[src/rtl/conv_pkg.sv]
// -----------------------------------------------------------------------------
// conv_pkg
// Shared definitions for the convolution engines (conv_layer / conv_backward):
//   - conv_state_t : sequencer states IDLE / RUN / FINISH
//   - out_dim      : valid-convolution output side for a given input/kernel side
//   - total_steps  : number of MAC steps of one backward sweep
//   - acc_width    : accumulator width that cannot overflow before saturation
//   - idx_width    : index register width (at least 1 bit)
//   - sat          : clamp a wide signed value to a w-bit signed range
// -----------------------------------------------------------------------------
package conv_pkg;

    typedef enum logic [1:0] {
        IDLE   = 2'd0,
        RUN    = 2'd1,
        FINISH = 2'd2
    } conv_state_t;

    function automatic int out_dim(input int in_dim, input int kd);
        return in_dim - kd + 1;
    endfunction

    function automatic int total_steps(input int nk, input int kd, input int oh, input int ow);
        return nk * kd * kd * oh * ow;
    endfunction

    function automatic int acc_width(input int w, input int total, input int lr);
        return 2 * w + $clog2(total) + $clog2(lr + 1) + 1;
    endfunction

    function automatic int idx_width(input int n);
        return (n > 1) ? $clog2(n) : 1;
    endfunction

    // Result is still 64 bits wide; the caller truncates to w bits, which is
    // lossless once the value has been clamped.
    function automatic logic signed [63:0] sat(input logic signed [63:0] v, input int w);
        logic signed [63:0] hi;
        logic signed [63:0] lo;
        hi = (64'sd1 <<< (w - 1)) - 64'sd1;
        lo = -(64'sd1 <<< (w - 1));
        if (v > hi)
            return hi;
        else if (v < lo)
            return lo;
        else
            return v;
    endfunction

endpackage

[src/rtl/conv_index_counter.sv]
// -----------------------------------------------------------------------------
// conv_index_counter
// Nested k / i / j / y / x counter, x innermost, one increment per 'step'.
//   clk, rst_n   : clock, asynchronous active-low reset
//   clear        : force all indices to 0 (has priority over step)
//   step         : advance by one position, wrapping to all-zero after the end
//   k,i,j,y,x    : current indices
//   group_last   : y and x are both at their maximum (end of a k/i/j group)
//   all_last     : the very last position of the sweep
// -----------------------------------------------------------------------------
module conv_index_counter import conv_pkg::*; #(
    parameter int NK = 2,
    parameter int KD = 3,
    parameter int OH = 1,
    parameter int OW = 1
) (
    input  logic                       clk,
    input  logic                       rst_n,
    input  logic                       clear,
    input  logic                       step,
    output logic [idx_width(NK)-1:0]   k,
    output logic [idx_width(KD)-1:0]   i,
    output logic [idx_width(KD)-1:0]   j,
    output logic [idx_width(OH)-1:0]   y,
    output logic [idx_width(OW)-1:0]   x,
    output logic                       group_last,
    output logic                       all_last
);

    localparam int KW = idx_width(NK);
    localparam int DW = idx_width(KD);
    localparam int YW = idx_width(OH);
    localparam int XW = idx_width(OW);

    logic [KW-1:0] k_reg;
    logic [DW-1:0] i_reg;
    logic [DW-1:0] j_reg;
    logic [YW-1:0] y_reg;
    logic [XW-1:0] x_reg;

    always_ff @(posedge clk or negedge rst_n) begin
        if (!rst_n) begin
            k_reg <= '0;
            i_reg <= '0;
            j_reg <= '0;
            y_reg <= '0;
            x_reg <= '0;
        end else if (clear) begin
            k_reg <= '0;
            i_reg <= '0;
            j_reg <= '0;
            y_reg <= '0;
            x_reg <= '0;
        end else if (step) begin
            if (x_reg == XW'(OW - 1)) begin
                x_reg <= '0;
                if (y_reg == YW'(OH - 1)) begin
                    y_reg <= '0;
                    if (j_reg == DW'(KD - 1)) begin
                        j_reg <= '0;
                        if (i_reg == DW'(KD - 1)) begin
                            i_reg <= '0;
                            k_reg <= (k_reg == KW'(NK - 1)) ? '0 : k_reg + KW'(1);
                        end else begin
                            i_reg <= i_reg + DW'(1);
                        end
                    end else begin
                        j_reg <= j_reg + DW'(1);
                    end
                end else begin
                    y_reg <= y_reg + YW'(1);
                end
            end else begin
                x_reg <= x_reg + XW'(1);
            end
        end
    end

    assign k = k_reg;
    assign i = i_reg;
    assign j = j_reg;
    assign y = y_reg;
    assign x = x_reg;

    assign group_last = (y_reg == YW'(OH - 1)) && (x_reg == XW'(OW - 1));
    assign all_last   = group_last && (k_reg == KW'(NK - 1)) &&
                        (i_reg == DW'(KD - 1)) && (j_reg == DW'(KD - 1));

endmodule

[src/rtl/conv_backward.sv]
// -----------------------------------------------------------------------------
// conv_backward
// Backward pass of a valid 2-D convolution layer. On 'start' (in IDLE) the
// image, output error and kernels are latched; one sweep over k/i/j/y/x then
// accumulates kernel gradients (writing SGD-updated kernels group by group)
// and the error propagated back to the input, which is saturated and
// registered in FINISH.
//   clk, rst_n      : clock, asynchronous active-low reset
//   start           : request, sampled only in IDLE
//   input_image     : forward-pass input            [IH][IW]
//   output_error    : error at the layer output     [NK][OH][OW]
//   input_kernels   : kernels before the update     [NK][KD][KD]
//   busy            : sweep in progress
//   done            : one-cycle pulse, results valid
//   output_kernels  : updated kernels               [NK][KD][KD]
//   input_error     : error propagated to the input [IH][IW]
// -----------------------------------------------------------------------------
module conv_backward import conv_pkg::*; #(
    parameter int WIDTH            = 8,
    parameter int NUM_KERNELS      = 2,
    parameter int KERNEL_DIM       = 3,
    parameter int INPUT_DIM_WIDTH  = 3,
    parameter int INPUT_DIM_HEIGHT = 3,
    parameter int LEARNING_RATE    = 1
) (
    input  logic                    clk,
    input  logic                    rst_n,
    input  logic                    start,
    input  logic signed [WIDTH-1:0] input_image   [INPUT_DIM_HEIGHT][INPUT_DIM_WIDTH],
    input  logic signed [WIDTH-1:0] output_error  [NUM_KERNELS][INPUT_DIM_HEIGHT-KERNEL_DIM+1][INPUT_DIM_WIDTH-KERNEL_DIM+1],
    input  logic signed [WIDTH-1:0] input_kernels [NUM_KERNELS][KERNEL_DIM][KERNEL_DIM],
    output logic                    busy,
    output logic                    done,
    output logic signed [WIDTH-1:0] output_kernels[NUM_KERNELS][KERNEL_DIM][KERNEL_DIM],
    output logic signed [WIDTH-1:0] input_error   [INPUT_DIM_HEIGHT][INPUT_DIM_WIDTH]
);

    localparam int NK    = NUM_KERNELS;
    localparam int KD    = KERNEL_DIM;
    localparam int IH    = INPUT_DIM_HEIGHT;
    localparam int IW    = INPUT_DIM_WIDTH;
    localparam int OH    = out_dim(IH, KD);
    localparam int OW    = out_dim(IW, KD);
    localparam int TOTAL = total_steps(NK, KD, OH, OW);
    localparam int ACC_W = acc_width(WIDTH, TOTAL, LEARNING_RATE);
    localparam int PW    = 2 * WIDTH;
    localparam int RW    = idx_width(IH);
    localparam int CW    = idx_width(IW);

    conv_state_t state_reg;
    logic        busy_reg;
    logic        done_reg;

    // Operands latched at start; the ports are free to change afterwards.
    logic signed [WIDTH-1:0] img_reg  [IH][IW];
    logic signed [WIDTH-1:0] err_reg  [NK][OH][OW];
    logic signed [WIDTH-1:0] kern_reg [NK][KD][KD];

    logic signed [WIDTH-1:0] kout_reg [NK][KD][KD];
    logic signed [WIDTH-1:0] ierr_reg [IH][IW];
    logic signed [ACC_W-1:0] dx_reg   [IH][IW];
    logic signed [ACC_W-1:0] g_reg;

    logic [idx_width(NK)-1:0] kk;
    logic [idx_width(KD)-1:0] ki;
    logic [idx_width(KD)-1:0] kj;
    logic [idx_width(OH)-1:0] ky;
    logic [idx_width(OW)-1:0] kx;
    logic                     group_last;
    logic                     all_last;

    // Counter sits at zero outside RUN, so the first MAC after start uses
    // position (0,0,0,0,0).
    conv_index_counter #(
        .NK (NK),
        .KD (KD),
        .OH (OH),
        .OW (OW)
    ) u_idx (
        .clk        (clk),
        .rst_n      (rst_n),
        .clear      (state_reg != RUN),
        .step       (state_reg == RUN),
        .k          (kk),
        .i          (ki),
        .j          (kj),
        .y          (ky),
        .x          (kx),
        .group_last (group_last),
        .all_last   (all_last)
    );

    logic [RW-1:0]           row_idx;
    logic [CW-1:0]           col_idx;
    logic signed [PW-1:0]    p_grad;
    logic signed [PW-1:0]    p_dx;
    logic signed [ACC_W-1:0] g_sum;
    logic signed [ACC_W-1:0] upd;
    logic signed [WIDTH-1:0] kern_new;
    logic signed [WIDTH-1:0] dx_sat [IH][IW];

    assign row_idx  = RW'(ki) + RW'(ky);
    assign col_idx  = CW'(kj) + CW'(kx);
    assign p_grad   = PW'(img_reg[row_idx][col_idx]) * PW'(err_reg[kk][ky][kx]);
    assign p_dx     = PW'(kern_reg[kk][ki][kj]) * PW'(err_reg[kk][ky][kx]);
    // g_sum already includes the current product, so on the last step of a
    // group it is the complete gradient for kernel tap (k,i,j).
    assign g_sum    = g_reg + ACC_W'(p_grad);
    assign upd      = ACC_W'(kern_reg[kk][ki][kj]) - ACC_W'(LEARNING_RATE) * g_sum;
    assign kern_new = WIDTH'(sat(64'(upd), WIDTH));

    genvar gi, gj;
    generate
        for (gi = 0; gi < IH; gi++) begin : g_row
            for (gj = 0; gj < IW; gj++) begin : g_col
                assign dx_sat[gi][gj] = WIDTH'(sat(64'(dx_reg[gi][gj]), WIDTH));
            end
        end
    endgenerate

    always_ff @(posedge clk or negedge rst_n) begin
        if (!rst_n) begin
            state_reg <= IDLE;
            busy_reg  <= 1'b0;
            done_reg  <= 1'b0;
            g_reg     <= '0;
            for (int r = 0; r < IH; r++) begin
                for (int c = 0; c < IW; c++) begin
                    img_reg[r][c]  <= '0;
                    ierr_reg[r][c] <= '0;
                    dx_reg[r][c]   <= '0;
                end
            end
            for (int k = 0; k < NK; k++) begin
                for (int r = 0; r < OH; r++)
                    for (int c = 0; c < OW; c++)
                        err_reg[k][r][c] <= '0;
                for (int r = 0; r < KD; r++) begin
                    for (int c = 0; c < KD; c++) begin
                        kern_reg[k][r][c] <= '0;
                        kout_reg[k][r][c] <= '0;
                    end
                end
            end
        end else begin
            done_reg <= 1'b0;
            case (state_reg)
                IDLE: begin
                    if (start) begin
                        img_reg   <= input_image;
                        err_reg   <= output_error;
                        kern_reg  <= input_kernels;
                        g_reg     <= '0;
                        busy_reg  <= 1'b1;
                        state_reg <= RUN;
                    end
                end
                RUN: begin
                    g_reg <= group_last ? '0 : g_sum;
                    dx_reg[row_idx][col_idx] <= dx_reg[row_idx][col_idx] + ACC_W'(p_dx);
                    if (group_last)
                        kout_reg[kk][ki][kj] <= kern_new;
                    if (all_last)
                        state_reg <= FINISH;
                end
                FINISH: begin
                    for (int r = 0; r < IH; r++) begin
                        for (int c = 0; c < IW; c++) begin
                            ierr_reg[r][c] <= dx_sat[r][c];
                            dx_reg[r][c]   <= '0;
                        end
                    end
                    done_reg  <= 1'b1;
                    busy_reg  <= 1'b0;
                    state_reg <= IDLE;
                end
                default: begin
                    busy_reg  <= 1'b0;
                    state_reg <= IDLE;
                end
            endcase
        end
    end

    assign busy           = busy_reg;
    assign done           = done_reg;
    assign output_kernels = kout_reg;
    assign input_error    = ierr_reg;

endmodule

[config.mk]
export PLATFORM = sky130hd
export DESIGN_NAME = conv_backward
export DESIGN_NICKNAME = d
export VERILOG_FILES = /design/src/rtl/conv_pkg.sv /design/src/rtl/conv_index_counter.sv /design/src/rtl/conv_backward.sv
export SDC_FILE = /design/constraint.sdc
export NUM_CORES = 2
export LEC_CHECK = 0
export ABC_AREA = 1
export CAP_MARGIN = 20
export CORE_ASPECT_RATIO = 0.8
export CORE_MARGIN = 5
export CORE_UTILIZATION = 57
export CTS_CLUSTER_SIZE = 20
export DETAILED_ROUTE_END_ITERATION = 16
export PLACE_DENSITY = 0.93
export SLEW_MARGIN = 20
export SYNTH_ARGS = -nofsm -noshare
export SYNTH_HDL_FRONTEND = slang
export SYNTH_SLANG_ARGS = --single-unit
[constraint.sdc]
create_clock -name clk -period 11.35 [get_ports clk]
set_clock_uncertainty 0.05 [all_clocks]
set_input_delay 2.27 -clock clk [delete_from_list [all_inputs] [get_ports clk]]
set_output_delay 2.27 -clock clk [all_outputs]
set_load 0.01 [all_outputs]
---- After elaboration in Yosys (flattened, before gate mapping) ----
Index checks and enable logic that the tools add are counted.
cells by class
  $add $sub $neg .......................... 10
  multipliers ............................. 2
  magnitude comparators ................... 32
  equal/unequal tests ..................... 9
  muxes and demuxes ....................... 93
  bitwise operators ....................... 8
  reductions and logical operators ........ 24
operators by type and width
  operator               number
  $pmux W207 S2          1
  $mux W72               4
  $mux W8                30
  $gt A23 B8 Y1 const B  10
  $lt A23 B8 Y1 const B  10
  $bwmux W207            1
  $mux W69               3
  $bwmux W144            1
  $bmux W69 S2           1
  $demux W69 S2          1
  $mux W24               5
  $mux W23               5
  $bmux W24 S2           2
  $demux W72 S1          1
  $demux W24 S2          1
  $add A23 B16 Y23       2
  $bmux W23 S2           1
  $demux W23 S2          1
  $pmux W23 S2           1
  $bmux W8 S2            2
  $mul A8 B8 Y16         2
  $mux W2                13
  $sub A8 B23 Y23        1
  $demux W8 S2           1
  other kinds (25)       78
storage, ports and cells
  register bits after elaboration ......... 689
  input port bits ......................... 235
  output and inout port bits .............. 218
  logic and storage cells ................. 252

---- Logic depth before layout (Yosys ltp) ----
  depth in word-level cells ............... 15
  mapped depth ............................ 49
  gate-level depth less buffers ........... 46

---- Hierarchy ----
A second synthesis with hierarchy kept.
second synthesis, totals
  cells, all modules ...................... 4414
  area total of the unflattened synthesis .. 39909.5 µm²
modules (own cells, without submodules)
  module              times used  cells each  area each (µm²)  seq. area each (µm²)
  conv_backward       1           4376        39615.5          17066.4
  conv_index_counter  1           38          294.0            125.1

---- Least setup slack after synthesis ----
OpenSTA, ideal clock, no wires.
  path type ............................... flip-flop to flip-flop
  from .................................... reg u_idx.k_reg (netlist: u_idx.k)
  to ...................................... reg kout_reg, in the netlist output_kernels[66]
  library setup time ...................... 0.117 ns
  arrival ................................. 7.711 ns
  data required time ...................... 11.183 ns
  setup slack ............................. 3.472 ns
  cell stages (with the launch flop) ...... 41
  path buffers ............................ 5
  clock period less this slack ............ 7.878 ns
  path through ............................ dfrtp_1 -> buf_2 -> clkbuf_1 -> clkbuf_1 -> o21ai_0 -> inv_1 -> clkbuf_1 -> nand2_1 -> fa_1 -> fa_1 -> inv_1 -> fa_1 -> fa_1 -> inv_1 -> fa_1 -> inv_1 -> ha_1 -> a21oi_1 -> [5 not listed] -> nand3_1 -> nand2_1 -> nand3_1 -> nand2_1 -> xor2_1 -> ha_1 -> a21o_1 -> o21bai_1 -> a21oi_1 -> nand3_1 -> xor2_1 -> nor2_1 -> nand4_2 -> nand2_8 -> nand2_4 -> buf_6 -> nand2_1 -> nand2_1
between the ends
  word-level cells in the longest chain between the ends .. 15
  elaborated cells on any way between the ends .. 28
  classes of those cells .................. 2 x add/sub; 1 x mul; 4 x order compare; 19 x mux; 1 x bitwise; 1 x reduce/logical
ends and longest elaborated chain
  what                                                                       line                                                              RTL
  from (decl)                                                                conv_index_counter.sv:35                                          logic [KW-1:0] k_reg;
  from (signal assigned)                                                     conv_index_counter.sv:63                                          k_reg <= (k_reg == KW'(NK - 1)) ? '0 : k_reg + KW'(1);
  $not A1 Y2 (implied by the code) (*)                                       conv_backward.sv:104, conv_backward.sv:109, conv_backward.sv:162
  parallel branches: the longest is 13 deep, another holds $add A23 B16 Y23  --
  $bwmux W144 (*)                                                            conv_backward.sv:162                                              kout_reg[kk][ki][kj] <= kern_new;
  to (signal, indexed assignment)                                            conv_backward.sv:162
  to (decl)                                                                  conv_backward.sv:59                                               logic signed [WIDTH-1:0] kout_reg [NK][KD][KD];
Every way passes the cells marked *. The select of a mux whose other input is x is not followed.
A chain may end at the register's enable or synchronous reset.

---- Worst setup path in the final report ----
  from .................................... reg u_idx.i_reg[0] (netlist: u_idx.i[0])
  to ...................................... reg kout_reg, in the netlist output_kernels[122]
between the ends
  word-level cells in the longest chain between the ends .. 15
  elaborated cells on any way between the ends .. 30
  classes of those cells .................. 3 x add/sub; 1 x mul; 4 x order compare; 19 x mux; 2 x bitwise; 1 x reduce/logical
ends and longest elaborated chain
  what                                          line                      RTL
  from (decl)                                   conv_index_counter.sv:36  logic [DW-1:0] i_reg;
  from (signal assigned)                        conv_index_counter.sv:65  i_reg <= i_reg + DW'(1);
  $add A2 B1 Y2                                 conv_backward.sv:102      assign row_idx = RW'(ki) + RW'(ky);
  $not A2 Y3 (implied by the code)              conv_backward.sv:104      assign p_grad = PW'(img_reg[row_idx][col_idx]) * PW'(err_reg[kk][ky][kx]);
  $bmux W24 S2                                  conv_backward.sv:104
  $mux W24 (implied by the code) (2 in series)  conv_backward.sv:104
  $bmux W8 S2                                   conv_backward.sv:104
  $mux W8 (implied by the code) (2 in series)   conv_backward.sv:104
  $mul A8 B8 Y16                                conv_backward.sv:104
  $add A23 B16 Y23                              conv_backward.sv:108      assign g_sum = g_reg + ACC_W'(p_grad);
  $sub A8 B23 Y23                               conv_backward.sv:109      assign upd = ACC_W'(kern_reg[kk][ki][kj]) - ACC_W'(LEARNING_RATE) * g_sum;
  $lt A23 B8 Y1                                 conv_pkg.sv:44            else if (v < lo)
  $mux W8                                       conv_pkg.sv:44
  $mux W8                                       conv_pkg.sv:42            if (v > hi)
  $bwmux W144 (*)                               conv_backward.sv:162
Every way passes the cells marked *; elsewhere a longest branch is shown, timed or not. The select of a mux whose other input is x is not followed.

==> flow_summary.ini <==
[synth]
synthTopCellsByArea = dfrtp_1 (45%), nand2_1 (9.6%), fa_1 (8.7%)
synthCells = 4079
post-synth-top-count-cell = nand2_1
synth_edf_count = 0
synthTopCellsByCount = nand2_1 (951), dfrtp_1 (664), inv_1 (479)
yosys_register_bits = 664
synth_cell_types = 57
synthArstFlopShare_pct = 100
synth_top_area_cell = dfrtp_1
avgSynthCellArea_sq_um = 9.12
syn_area_sq_um = 37200
synth_warnings = 0
yosysTopAreaCellShare_pct = 44.7
syn_nets = 4601
ys.flop_type = dfrtp_1
ys_seq_area_share_pct = 44.7

[cts]
cts_resized = 0
path_clk_slew_ns = 0.06
cts_setup_buffers = 0
insertion_delay_ns = 0.65
numCtsBuffers = 66
cts_hold_buf = 0
cts_sinks = 664
cts_root_buf = clkbuf_16
clk_path_buf_depth = 3
cts_tree = built
htree_levels = 3

[worst_setup_path]
cp_max_fo = 28
regToRegEndpoint = output_kernels[122]
critical_path_arrival_ns = 10.44
ff2ff_setup_slack_ns = 1.41
slowest_delay_ns = 0.69
r2r_start = u_idx.i[0]
cp.required_ns = 11.85
cp-start-kind = flip-flop
ff2ff_path_depth = 39
end_kind = flip-flop
path_class = flip-flop to flip-flop
slowest_stage = dfrtp_1

[place]
dp_hpwl_mm = 89.1
io_buffers = 452
gp_congestion = 1.04

[finish]
nNetsFinal = 5023
area_delta_synth_final_pct = 20.6
layout-drive-gt1-share_pct = 9.81
largest_reg_flops = 207

[sta]
fmax_mhz = 101
setup_tns_ns = 0
relSlewSlack_pct = 13.9
timing.final.crit_share_pct = 87.5
min_period_ns = 9.94
setup_violations = 0
rsz0062_at_grt = false
worstMarginPinSlew_ns = 1.28
hold_viol = 0
drv_slew = 0

[floorplan]
die_x_microns = 296
ioPinCount = 453
fp.dieArea_sq_um = 70500
dieHeight_microns = 238
num_rows = 83
start_util_pct = 57.8
core_sq_um = 64400

[flow_run]
drv_cap = 0

[worst_hold_path]
hp-class = flip-flop to flip-flop
whs_path_depth = 2
hold_path_end = output_kernels[124]
min_from = output_kernels[124]

[detailed_routing]
ant_nets = 0
via_per_inst = 6.18
vias = 33400
firstDrtPassIters = 10
wl_per_cell_microns = 23.1
routed_wl_mm = 125
drc_errors = 0
drtIter0Drc = 4363

[global_route]
grt_max_degree = 193
overflow = 0
grt_pass1_wl_mm = 191
grt_pass1_vias = 33800
antenna_found_initial = 6
grt_use_total_pct = 34.7

[status]
status = complete, no violations
==> layout make-up <==
cell class                 count  area, sq um
fill                        4482        19500
multi-input combinational   2747        18100
sequential                   664        16600
timing repair buffer         490         4880
inverter                     532         2000
clock buffer                  93         1870
tap                          850         1060
clock inverter                22          368
antenna                        4         10.0
==> stage by stage <==
stage               worst slack [ns]  util [%]  hold slack [ns]  instances  cell area, sq um
CTS                             1.67      69.6            0.434       5397             44800
global placement                2.05      66.1            0.415       5282             42600
global route                   0.890      69.7            0.448       5401             44900
floorplan                       3.47         -            0.421       4079             37200
finish                          1.41      69.7            0.437       5402             44900
detailed placement              1.85      66.1            0.417       5282             42600
==> critical path: cells and delay by family (launching register included) <==
family / cells / cell delay (ns)
XOR/XNOR: 1 / 0.17
buffers and inverters: 6 / 1.07
flip-flops: 1 / 0.69
AND/OR/NAND/NOR: 16 / 2.54
AO/OA/AOI/OAI: 9 / 2.06
adder cells (fa/ha/maj): 7 / 3.22
==> layer usage <==
layer / up-vias / global-route usage, % / part of all wire [%]
met5: - / 0 / 0.016
met4: 2 / 17.6 / 6.3
met3: 599 / 11.4 / 12
met2: 2346 / 54.6 / 45
met1: 16100 / 43.4 / 36
li1: 14300 / - / -
==> how the worst max path moves through the flow <==
stage | cells past startpoint | slack, ns | from | to
after floorplan | 40 | 3.47 | u_idx.k | output_kernels[66]
after global placement | 39 | 2.05 | u_idx.i[0] | output_kernels[122]
after detailed placement | 38 | 1.85 | u_idx.i[1] | output_kernels[125]
after CTS | 38 | 1.67 | u_idx.i[1] | output_kernels[122]
after global routing | 38 | 0.89 | u_idx.i[1] | output_kernels[122]
final | 39 | 1.41 | u_idx.i[0] | output_kernels[122]
==> cells in the final DEF, fill, tap and decap left out, drive strengths merged, types with 93 or more instances in the layout <==
cell type	instances
nand2	962
clkdlybuf4s50	451
nor2	321
nand3	108
dfrtp	664
clkbuf	93
fa	162
mux2	223
inv	517
o22ai	142
ha	125
o21ai	302
a21oi	99
==> cells by family after synthesis <==
kind of cell             count (synthesis)  share of synthesized area, %
AO/OA/AOI/OAI                          686                          11.0
XOR/XNOR                                38                         0.915
adder cells (fa/ha/maj)                287                          12.9
buffers and inverters                  668                          6.97
flip-flops                             664                          44.7
multiplexers                           223                          6.75
AND/OR/NAND/NOR                       1513                          16.8
Power is not shown: default switching activity piles up to over one toggle a cycle in this logic, so the estimate is an artifact.
